**config.mk**
```make
export PLATFORM = sky130hd
export DESIGN_NAME = inst_fetch_axi
export DESIGN_NICKNAME = d
export VERILOG_FILES = /design/src/rtl/inst_fetch_axi.sv
export SDC_FILE = /design/constraint.sdc
export NUM_CORES = 1
export LEC_CHECK = 0
export CAP_MARGIN = 10
export CORE_MARGIN = 10
export CORE_UTILIZATION = 40
export CTS_CLUSTER_SIZE = 40
export DETAILED_ROUTE_END_ITERATION = 7
export PLACE_DENSITY = 0.78
export SETUP_SLACK_MARGIN = 0.15
export SYNTH_ARGS = -nofsm -noshare
export SYNTH_HDL_FRONTEND = slang
export SYNTH_SLANG_ARGS = --single-unit
```
**constraint.sdc**
```tcl
create_clock -name clk -period 6.5 [get_ports clk]
set_input_delay 1.3 -clock clk [delete_from_list [all_inputs] [get_ports clk]]
set_output_delay 1.3 -clock clk [all_outputs]
set_load 0.02 [all_outputs]
```
**src/rtl/inst_fetch_axi.sv**
```systemverilog
// inst_fetch_axi: instruction-fetch responder between the PC register and an
// AXI4 read port. One fetch address is accepted per request, a single-beat
// AXI read is issued, and the instruction word is handed to decode. A flush
// (PC redirect) kills the outstanding fetch and discards its response.
//
// Ports:
//   clk, rst             clock, asynchronous active-high reset
//   req_valid/req_addr   fetch request from the PC stage
//   req_ready            combinational accept, drives the PC advance enable
//   flush                pipeline redirect, same signal as the PC clear
//   resp_*               instruction response to decode (valid/ready)
//   ar* / r*             AXI4 read address / read data channels
module inst_fetch_axi #(
  parameter int unsigned ADDR_W = 32,
  parameter int unsigned DATA_W = 32,
  parameter logic [3:0]  AXI_ID = 4'h0
) (
  input  logic              clk,
  input  logic              rst,
  input  logic              req_valid,
  input  logic [ADDR_W-1:0] req_addr,
  output logic              req_ready,
  input  logic              flush,
  output logic              resp_valid,
  output logic [DATA_W-1:0] resp_data,
  output logic [ADDR_W-1:0] resp_addr,
  output logic              resp_err,
  input  logic              resp_ready,
  output logic [3:0]        arid,
  output logic [ADDR_W-1:0] araddr,
  output logic [7:0]        arlen,
  output logic [2:0]        arsize,
  output logic [1:0]        arburst,
  output logic              arvalid,
  input  logic              arready,
  input  logic [3:0]        rid,
  input  logic [DATA_W-1:0] rdata,
  input  logic [1:0]        rresp,
  input  logic              rlast,
  input  logic              rvalid,
  output logic              rready
);

  typedef enum logic [1:0] {
    ST_IDLE = 2'd0,
    ST_AR   = 2'd1,
    ST_R    = 2'd2,
    ST_HOLD = 2'd3
  } state_t;

  state_t            state, state_n;
  logic              arvalid_n, rready_n, resp_valid_n, resp_err_n;
  logic [ADDR_W-1:0] araddr_n, resp_addr_n;
  logic [DATA_W-1:0] resp_data_n;
  logic              drop, drop_n;
  logic              misaligned;
  logic              r_done;

  // Only one transaction is ever outstanding, so the read ID carries no information.
  logic unused_rid;
  assign unused_rid = ^rid;

  // Fixed single-beat, word-sized, incrementing read.
  assign arid    = AXI_ID;
  assign arlen   = 8'd0;
  assign arsize  = 3'b010;
  assign arburst = 2'b01;

  assign misaligned = (req_addr[1:0] != 2'b00);
  assign r_done     = rvalid & rlast;

  // New fetch is taken only when idle, or when the held response leaves this cycle.
  assign req_ready = req_valid & ~flush &
                     ((state == ST_IDLE) | ((state == ST_HOLD) & resp_ready));

  // State and output registers.
  always_ff @(posedge clk or posedge rst) begin
    if (rst) begin
      state      <= ST_IDLE;
      arvalid    <= 1'b0;
      rready     <= 1'b0;
      resp_valid <= 1'b0;
      resp_err   <= 1'b0;
      araddr     <= '0;
      resp_addr  <= '0;
      resp_data  <= '0;
      drop       <= 1'b0;
    end else begin
      state      <= state_n;
      arvalid    <= arvalid_n;
      rready     <= rready_n;
      resp_valid <= resp_valid_n;
      resp_err   <= resp_err_n;
      araddr     <= araddr_n;
      resp_addr  <= resp_addr_n;
      resp_data  <= resp_data_n;
      drop       <= drop_n;
    end
  end

  // Next-state and next-output logic.
  always_comb begin
    state_n      = state;
    arvalid_n    = arvalid;
    rready_n     = rready;
    resp_valid_n = resp_valid;
    resp_err_n   = resp_err;
    araddr_n     = araddr;
    resp_addr_n  = resp_addr;
    resp_data_n  = resp_data;
    drop_n       = drop;

    case (state)
      ST_IDLE: begin
      end

      ST_AR: begin
        // arvalid is never retracted; a flush only marks the result for discard.
        if (flush) drop_n = 1'b1;
        if (arready) begin
          arvalid_n = 1'b0;
          rready_n  = 1'b1;
          state_n   = ST_R;
        end
      end

      ST_R: begin
        if (flush) drop_n = 1'b1;
        if (r_done) begin
          rready_n = 1'b0;
          // A flush landing on the completing beat also discards it.
          if (drop | flush) begin
            drop_n  = 1'b0;
            state_n = ST_IDLE;
          end else begin
            resp_valid_n = 1'b1;
            resp_data_n  = rdata;
            resp_addr_n  = araddr;
            resp_err_n   = (rresp != 2'b00);
            state_n      = ST_HOLD;
          end
        end
      end

      ST_HOLD: begin
        if (flush | resp_ready) begin
          resp_valid_n = 1'b0;
          resp_err_n   = 1'b0;
          state_n      = ST_IDLE;
        end
      end

      default: state_n = ST_IDLE;
    endcase

    // Accept overrides the HOLD/IDLE exit above.
    if (req_ready) begin
      if (misaligned) begin
        resp_valid_n = 1'b1;
        resp_err_n   = 1'b1;
        resp_data_n  = '0;
        resp_addr_n  = req_addr;
        state_n      = ST_HOLD;
      end else begin
        resp_valid_n = 1'b0;
        resp_err_n   = 1'b0;
        araddr_n     = req_addr;
        arvalid_n    = 1'b1;
        state_n      = ST_AR;
      end
    end
  end

endmodule
```
==> summary.txt, run 1 <==
Cells and area
  – Fillers: just over 900
  – Most common cell after layout, fill and taps aside: clkdlybuf4s50_1
  – Layout area overhead: 45.2%
  – Nets: about 660
  – Most frequent cells in the layout: clkdlybuf4s50_1, dfrtp_1, nand2_1, a21oi_1, mux2i_1
  – Non-Filler Instances: 723
  – Fin area: 6550 um^2
  – Share of cells above drive strength 1: 8.92%
  – Fin util: between 50% and 60%
  – ANT cells: 0

Clocking
  – CTS hold repair buffers: 0
  – CTS Root Cell: clkbuf_16
  – Clock sinks: 103
  – Post-CTS Resized: 0
  – Num CTS Buffers: 9
  – Worst-skew pair later-pin latency: between 300 and 400 ps
  – Post-CTS Setup Bufs: 0
  – CTS H-tree depth: 3
  – CTS max path bufs: 2
  – CTS tree: yes
  – CTS clk-pin slew, worst paths: ~60 ps

Synth
  – Yosys warns: 0
  – Seq cells post-synth: 103
  – EDFF count, synth: 0
  – Post-synth ARST share: 100%
  – Yosys cell types: 34
  – Top FF cell, synth: dfrtp_1
  – Cells after Synth: roughly 410
  – Sequential area share after synthesis: between 50 and 60%
  – Syn_area_per_cell: 10.9 um^2
  – Synthesized cell area: 4510 um^2

Worst setup path
  – Data arrival, critical path: between 3000 and 4000 ps
  – Cell with the largest stage delay on the worst path: clkdlybuf4s50_1
  – CP max stage delay: 630 ps
  – Largest delay share family, worst path: buffers and inverters
  – Critical path launch point type: input port
  – Most common cell on crit path: clkdlybuf4s50_1
  – Critical Path RT: between 5000 and 6000 ps
  – CP endpoint kind: output port
  – Max FO, Critical Path: 8
  – Cell Chain, Critical Path: clkdlybuf4s50_1, nand2b_1, or2_1, inv_1, clkdlybuf4s50_1
  – Worst Path Buf+Inv: 3
  – WS Path Type: input port to output port

Route
  – Via total after detailed routing: around 3500
  – Detail Route Antenna Nets: 0
  – Post-Route WL: approximately 13000 um
  – First-pass detailed-route iteration total: 4
  – Drt drc: 0
  – 1st-iter DRT viols: between 200 and 250
  – Drt wl/cell: 17.3 um
  – Via/cell ratio: a little under 5

STA
  – Worst-margin pin slew: 1180 ps
  – Max Clock Skew: 6.54 ps
  – Setup TNS Final: 0 ps
  – Final Hold Vio Count: 0
  – Worst slew margin: between 20% and 30%
  – RSZ-0062 raised after global routing: false
  – Highest clock rate: 226 MHz
  – Final Critical Period: 4430 ps
  – Period utilization: 68.1%
  – Final setup fails: 0
  – Slew Limit Fails: 0

Power and ir drop
  – Sw Share: between 30% and 40%
  – Pint: 1.81 mW
  – Clock power frac: 17.1%
  – Max IR drop VDD: 0.228 mV
  – Comb pwr share: 45.9%
  – NetSw: 1.04 mW
  – Share of power burned in registers: 36.9%
  – Pleak: 2.82 nW
  – PD cells: 435 nW/um^2

Global routing
  – First-pass GRT wire length: roughly 20000 um
  – Vias in the first global route: around 3800
  – Gr ovfl total: 0
  – GRT Util Overall: between 15 and 20%
  – Pin count of the biggest net entering global routing: 65
  – Antenna violations before repair: 0

Flow run
  – Max Cap Viol: 0

Die
  – Die width: 126 um
  – Die span in y: ~130 um
  – IO Count: 196
  – Rows: 38
  – Core area: 10900 um^2
  – Die area: 15900 um^2
  – Starting Density: 41.2%

Placement
  – Dpl hpwl: 9330 um
  – Area after DPL: 6280 um^2
  – Placer Congestion: 0.836
  – Placed cell count: just over 700
  – I/O Buffers: 174

Worst hold path
  – Hold Path Class: register to register

Run status
  – Status: completed
-- logic make-up (layout without fill, tap and decap cells) --
kind of cell | after synthesis | after routing | synth area share (%)
simple gates | 117 | 117 | 11.0
fa+ha+maj | 4 | 4 | 1.11
buf+inv | 46 | 200 | 6.08
mux | 63 | 63 | 14.8
flops | 103 | 103 | 57.2
other cells | 2 | 17 | 0.167
compound gates | 79 | 79 | 9.66
-- registers in the layout, summed over array words and instances, names as in the netlist --
register    flops
resp_addr      32
resp_data      32
drop            1
araddr         32
resp_err        1
arvalid         1
rready          1
state           2
resp_valid      1
-- per-stage QoR --
stage / setup slack [ps] / hold slack, ps / power (mW)
after floorplan: 2500 / 557 / 1.71
final: 2070 / 487 / 2.85
after CTS: 2070 / 497 / 2.89
after global routing: 1950 / 520 / 3.02
after detailed placement: 2060 / 482 / 2.39
after global placement: 2100 / 462 / 2.34
-- power by group through the flow --
stage | Combinational, mW | Sequential [mW] | Clock, mW
after floorplan | 0.363 | 1.34 | 0
after global placement | 1.30 | 1.05 | 0
after detailed placement | 1.32 | 1.06 | 0
after CTS | 1.33 | 1.05 | 0.507
after global routing | 1.40 | 1.08 | 0.531
final | 1.31 | 1.05 | 0.488
-- area by class of cell --
class / instances / area, um^2 / area share (%)
clock buffers: 13 / 250 / 3.82
clock inverters: 2 / 16.3 / 0.248
inverters: 6 / 25.0 / 0.382
multi-input cells: 280 / 1720 / 26.3
flip-flops and latches: 103 / 2580 / 39.4
well taps: 140 / 175 / 2.68
repair buffers: 179 / 1780 / 27.2
-- final timing paths --
check	end	slack, ps	startpoint	cells past startpoint
worst max-delay path	req_ready	2070	flush	5
worst max register to register	araddr[19]	3710	state[1]	6
worst min-delay path	arvalid	490	arvalid	1
worst min register to register	arvalid	490	arvalid	1
min in group asynchronous	araddr[14]	1380	rst	2
max in group asynchronous	resp_addr[8]	4000	rst	3
-- cells in the mapped netlist, types with 2 or more instances --
cell / number / area share (%)
nor2b_1: 3 / 0.42
nor2_1: 2 / 0.17
buf_2: 6 / 0.67
conb_1: 2 / 0.17
mux2_1: 3 / 0.75
inv_1: 6 / 0.50
o21ai_0: 26 / 2.9
buf_4: 17 / 2.8
a21oi_1: 36 / 4.0
nor3b_1: 2 / 0.33
mux2i_1: 32 / 7.1
nand2_1: 99 / 8.2
o21ai_1: 8 / 0.89
mux2_2: 28 / 7.0
nor3_1: 2 / 0.22
nand2b_1: 2 / 0.28
nand3_1: 2 / 0.22
buf_6: 4 / 1.0
ha_1: 4 / 1.1
dfrtp_1: 103 / 57
a21o_1: 2 / 0.33
clkbuf_1: 13 / 1.1
-- per-layer routing --
layer / routed length (um) / GRT usage [%]
met5: 0 / 0
met1: 5040 / 16.8
met3: 1350 / 7.09
met4: 172 / 4.76
met2: 5980 / 25.4
Power figures use the tool's default switching activity.
==> inputs of run 2 (changes only) <==
==> constraint.sdc (replaced) <==
create_clock -name clk -period 4.45 [get_ports clk]
set_input_delay 0.89 -clock clk [delete_from_list [all_inputs] [get_ports clk]]
set_output_delay 0.89 -clock clk [all_outputs]
set_load 0.02 [all_outputs]
==> summary.txt, run 2 (synthesized netlist as in run 1, its figures left out) <==
Run status
  – Status: completed

STA
  – Max Clock Skew: 5.24 ps (-1.30 ps)
  – Final setup fails: 0 (unchanged)
  – Period utilization: 80.7%
  – RSZ-0062 raised after global routing: false
  – Final Hold Vio Count: 0 (unchanged)
  – Worst-margin pin slew: 804 ps (-379 ps)
  – Worst slew margin: 46.3% (+25 points)
  – Final Critical Period: ~3600 ps
  – Highest clock rate: 278 MHz
  – Setup TNS Final: 0 ps (unchanged)
  – Slew Limit Fails: 0 (unchanged)

Global routing
  – First-pass GRT wire length: 20100 um (+0.97%)
  – GRT Util Overall: 15.4% (+0.21 points)
  – Routing usage on met3: 7.30% (+0.21 points)
  – Met2 usage: 25.4% (unchanged)
  – Pin count of the biggest net entering global routing: 61 (-6.2%)
  – Antenna violations before repair: 0 (unchanged)
  – Gr ovfl total: 0 (unchanged)
  – Grt met1 use: 17.4% (+0.67 points)
  – Grt peak-use layer: met2
  – Vias in the first global route: 3738 (-0.53%)

Clocking
  – Post-CTS Setup Bufs: 0 (unchanged)
  – Clock sinks: 103 (unchanged)
  – CTS hold repair buffers: 0 (unchanged)
  – CTS max path bufs: 2 (unchanged)
  – CTS tree: yes
  – Num CTS Buffers: 9 (unchanged)
  – CTS H-tree depth: 3 (unchanged)
  – CTS Root Cell: clkbuf_16
  – Post-CTS Resized: 0 (unchanged)
  – CTS clk-pin slew, worst paths: 70 ps (about the same)
  – Worst-skew pair later-pin latency: 330 ps (about the same)

Worst setup path
  – CP endpoint kind: output port
  – Critical path launch point type: input port
  – Data arrival, critical path: 2700 ps (-430 ps)
  – Max FO, Critical Path: 8 (unchanged)
  – WS Path Type: input port to output port
  – Critical Path RT: 3560 ps (-1640 ps)

Cells and area
  – Nets: 664 (+0.45%)
  – Share of cells above drive strength 1: 9.73% (+0.81 points)
  – Fillers: 914 (-0.87%)
  – Top Registers: araddr x32, resp_addr x32, resp_data x32
  – Register area: 2580 um^2 (unchanged)
  – Most common cell after layout, fill and taps aside: clkdlybuf4s50_1
  – Area of the multi-input gates: 1720 um^2 (unchanged)
  – Most frequent cells in the layout: clkdlybuf4s50_1, dfrtp_1, nand2_1, a21oi_1, mux2i_1
  – ANT cells: 0 (unchanged)
  – Layout area overhead: 46.4%

Power and ir drop
  – Pleak: 2.86 nW (+1.2%)
  – Total power: 4.23 mW (+49%)
  – PD cells: 641 nW/um^2 (+47%)
  – Max IR drop VDD: 0.394 mV (+73%)

Placement
  – Dpl hpwl: 9520 um (+2.1%)
  – Placer Congestion: 0.856 (+2.3%)
  – I/O Buffers: 174 (unchanged)

Die
  – Starting Density: 41.2% (unchanged)
  – Rows: 38 (unchanged)
  – IO Count: 196 (unchanged)
  – Die width: 126 um (unchanged)
  – Die area: 15900 um^2 (unchanged)
  – Core area: 10900 um^2 (unchanged)
  – Die span in y: 126 um (unchanged)

Route
  – 1st-iter DRT viols: 128 (-42%)
  – Drt drc: 0 (unchanged)
  – Detail Route Antenna Nets: 0 (unchanged)
  – Via/cell ratio: 4.87 (-0.47%)
  – First-pass detailed-route iteration total: 6 (+2)
  – Post-Route WL: 12800 um (+2.1%)
  – Via total after detailed routing: 3532 (-0.057%)
  – Drt wl/cell: 17.6 um (+1.6%)

Flow run
  – Max Cap Viol: 0 (unchanged)

Worst hold path
  – Hold Path Class: register to register
-- run 2: final cells by class --
type	instances	area share [%]
sequential	103	39.0
inverter	6	0.379
clock inverter	3	0.644
multi-input combinational	280	26.1
tap	140	2.65
timing repair buffer	182	27.3
clock buffer	12	3.89
-- run 2: critical path, stage by stage --
cell and delay (ps):
clkdlybuf4s50_1 460, nand2b_1 210, or2_1 360, inv_1 150, clkdlybuf4s50_1 630
-- run 2: power breakdown --
group / internal (mW) / total (mW) / switching (mW)
Combinational: 0.941 / 1.91 / 0.973
Sequential: 1.30 / 1.53 / 0.228
Clock: 0.463 / 0.787 / 0.324
-- run 2: path summary, 6_finish.rpt --
kind / startpoint / end / slack (ps) / depth (start not counted)
worst max-delay path: flush / req_ready / 860 / 5
worst min-delay path: arvalid / arvalid / 480 / 1
worst max register to register: state[0] / resp_addr[9] / 1760 / 7
worst min register to register: arvalid / arvalid / 480 / 1
max in group asynchronous: rst / araddr[10] / 2610 / 3
min in group asynchronous: rst / araddr[7] / 990 / 2
-- run 2: metrics by stage --
step	util, %	cells	hold slack [ps]	instance area, um^2	worst slack (ps)
finish	60.4	726	478	6600	859
global route	60.4	726	492	6600	770
CTS	60.4	726	481	6600	844
detailed placement	57.6	711	466	6300	847
global placement	57.6	711	462	6300	868
floorplan	-	429	557	4560	856
-- run 2: metal layers --
layer  share of wire, %  up-vias
met5                  0        -
met4                1.2        0
met3                 11       15
met2                 48      140
met1                 40     1678
li1                   -     1699
==> inputs of run 3 (changes only) <==
==> constraint.sdc (replaced) <==
create_clock -name clk -period 3.7 [get_ports clk]
set_input_delay 0.74 -clock clk [delete_from_list [all_inputs] [get_ports clk]]
set_output_delay 0.74 -clock clk [all_outputs]
set_load 0.02 [all_outputs]
==> summary.txt, run 3 (synthesized netlist as in run 1, its figures left out) <==
Run status
  – Status: completed

Power and ir drop
  – Max IR drop VDD: 0.390 mV (-1.0%)
  – PD cells: 771 nW/um^2 (+20%)
  – Pleak: 2.87 nW (+0.49%)
  – Total power: 5.12 mW (+21%)

Worst setup path
  – Reg-to-Reg Start: state[0]
  – Data arrival, critical path: 2550 ps (-150 ps)
  – R2R cell count: 7 (unchanged)
  – Worst Setup SP: flush
  – Critical path launch point type: input port
  – CP endpoint kind: output port
  – Worst reg2reg setup slack: 1280 ps (-480 ps)
  – Critical Path RT: 2960 ps (-600 ps)
  – Reg-to-reg endpoint: resp_data[2]
  – Max FO, Critical Path: 8 (unchanged)
  – WS Path Type: input port to output port

Die
  – Die width: 126 um (unchanged)
  – Rows: 38 (unchanged)
  – Starting Density: 41.2% (unchanged)
  – Die area: 15900 um^2 (unchanged)
  – Die span in y: 126 um (unchanged)
  – Core area: 10900 um^2 (unchanged)
  – IO Count: 196 (unchanged)

Route
  – Detail Route Antenna Nets: 0 (unchanged)
  – Post-Route WL: 12900 um (+0.48%)
  – Drt wl/cell: 17.7 um (+0.48%)
  – Drt drc: 0 (unchanged)
  – Via/cell ratio: 4.89 (+0.51%)
  – 1st-iter DRT viols: 190 (+48%)
  – Via total after detailed routing: 3550 (+0.51%)
  – First-pass detailed-route iteration total: 4 (-2)

Clocking
  – Num CTS Buffers: 9 (unchanged)
  – Post-CTS Resized: 0 (unchanged)
  – CTS clk-pin slew, worst paths: 60 ps (about the same)
  – Post-CTS Setup Bufs: 0 (unchanged)
  – Clock sinks: 103 (unchanged)
  – CTS hold repair buffers: 0 (unchanged)
  – Worst-skew pair later-pin latency: 330 ps (about the same)
  – CTS max path bufs: 2 (unchanged)
  – CTS H-tree depth: 3 (unchanged)
  – CTS tree: yes
  – CTS Root Cell: clkbuf_16

STA
  – RSZ-0062 raised after global routing: false
  – Final worst slack: 414 ps (-445 ps)
  – Max Clock Skew: 7.29 ps (+2.05 ps)
  – Final setup fails: 0 (unchanged)
  – Final Hold Vio Count: 0 (unchanged)
  – Highest clock rate: 304 MHz
  – Period utilization: 88.8%
  – Worst-margin pin slew: 726 ps (-78.5 ps)
  – Worst slew margin: 51.5% (+5.2 points)
  – Slew Limit Fails: 0 (unchanged)
  – Setup TNS Final: 0 ps (unchanged)
  – Final Critical Period: 3290 ps

Cells and area
  – Non-Filler Instances: 726 (unchanged)
  – ANT cells: 0 (unchanged)
  – Most frequent cells in the layout: clkdlybuf4s50_1, dfrtp_1, nand2_1, a21oi_1, mux2i_1
  – Top Registers: araddr x32, resp_addr x32, resp_data x32
  – Share of cells above drive strength 1: 9.73% (unchanged)
  – Nets: 664 (unchanged)
  – Most common cell after layout, fill and taps aside: clkdlybuf4s50_1
  – Layout area overhead: 47.2%
  – Fin area: 6640 um^2 (+0.53%)

Global routing
  – First-pass GRT wire length: 20300 um (+0.69%)
  – Antenna violations before repair: 0 (unchanged)
  – Vias in the first global route: 3792 (+1.4%)
  – Gr ovfl total: 0 (unchanged)
  – Pin count of the biggest net entering global routing: 61 (unchanged)
  – GRT Util Overall: 15.6% (+0.24 points)

Placement
  – Placed cell count: 711 (unchanged)
  – I/O Buffers: 174 (unchanged)
  – Dpl hpwl: 9640 um (+1.2%)
  – Area after DPL: 6330 um^2 (+0.40%)
  – Placer Congestion: 0.859 (+0.42%)
  – Pre-CTS WS: 414 ps (-433 ps)

Worst hold path
  – Hold Path Class: register to register
  – Hold_sp: arvalid
  – Hold path endpoint: arvalid
  – Hold path cells: 1 (unchanged)

Flow run
  – Max Cap Viol: 0 (unchanged)
run 3: changes by cell type in the layout (fill, tap and decap cells not counted):
cell,change
buf_12,+2
buf_4,-2
clkbuf_8,+1
clkinv_2,-1
clkinv_4,+1
clkinvlp_4,-1
run 3: worst max-delay path by stage:
stage | end | cells past startpoint
finish | req_ready | 5
global route | req_ready | 5
CTS | req_ready | 5
detailed placement | req_ready | 5
global placement | req_ready | 5
floorplan | araddr[0] | 1
run 3: per-layer routing:
| metal | track usage [%] | part of all wire [%] | vias up |
|---|---|---|---|
| met5 | 0 | 0 | - |
| met4 | 4.76 | 1.1 | 0 |
| met3 | 7.89 | 12 | 12 |
| met2 | 26.4 | 48 | 143 |
| met1 | 16.8 | 39 | 1703 |
| li1 | - | - | 1692 |
run 3: report_power, final:
group	internal, mW	total (mW)	switching (mW)
sequential	1.57	1.85	0.284
combinational	1.13	2.30	1.17
clock	0.578	0.962	0.384
total	3.28	5.12	1.84
run 3: critical path, stage by stage:
cell	delay (ps)
clkdlybuf4s50_1	460
nand2b_1	210
or2_1	360
inv_1	150
clkdlybuf4s50_1	630
run 3: per-stage QoR:
step	utilization (%)	hold WS [ps]
after CTS	60.7	488
after floorplan	-	557
final	60.7	486
after detailed placement	57.9	473
after global placement	57.9	464
after global routing	60.7	494
run 3: cell type report:
cell class	count	area [um^2]
fill	907	4300
sequential	103	2580
timing repair buffer	182	1830
multi-input combinational	280	1720
clock buffer	13	270
tap	140	175
clock inverter	2	38.8
inverter	6	25.0
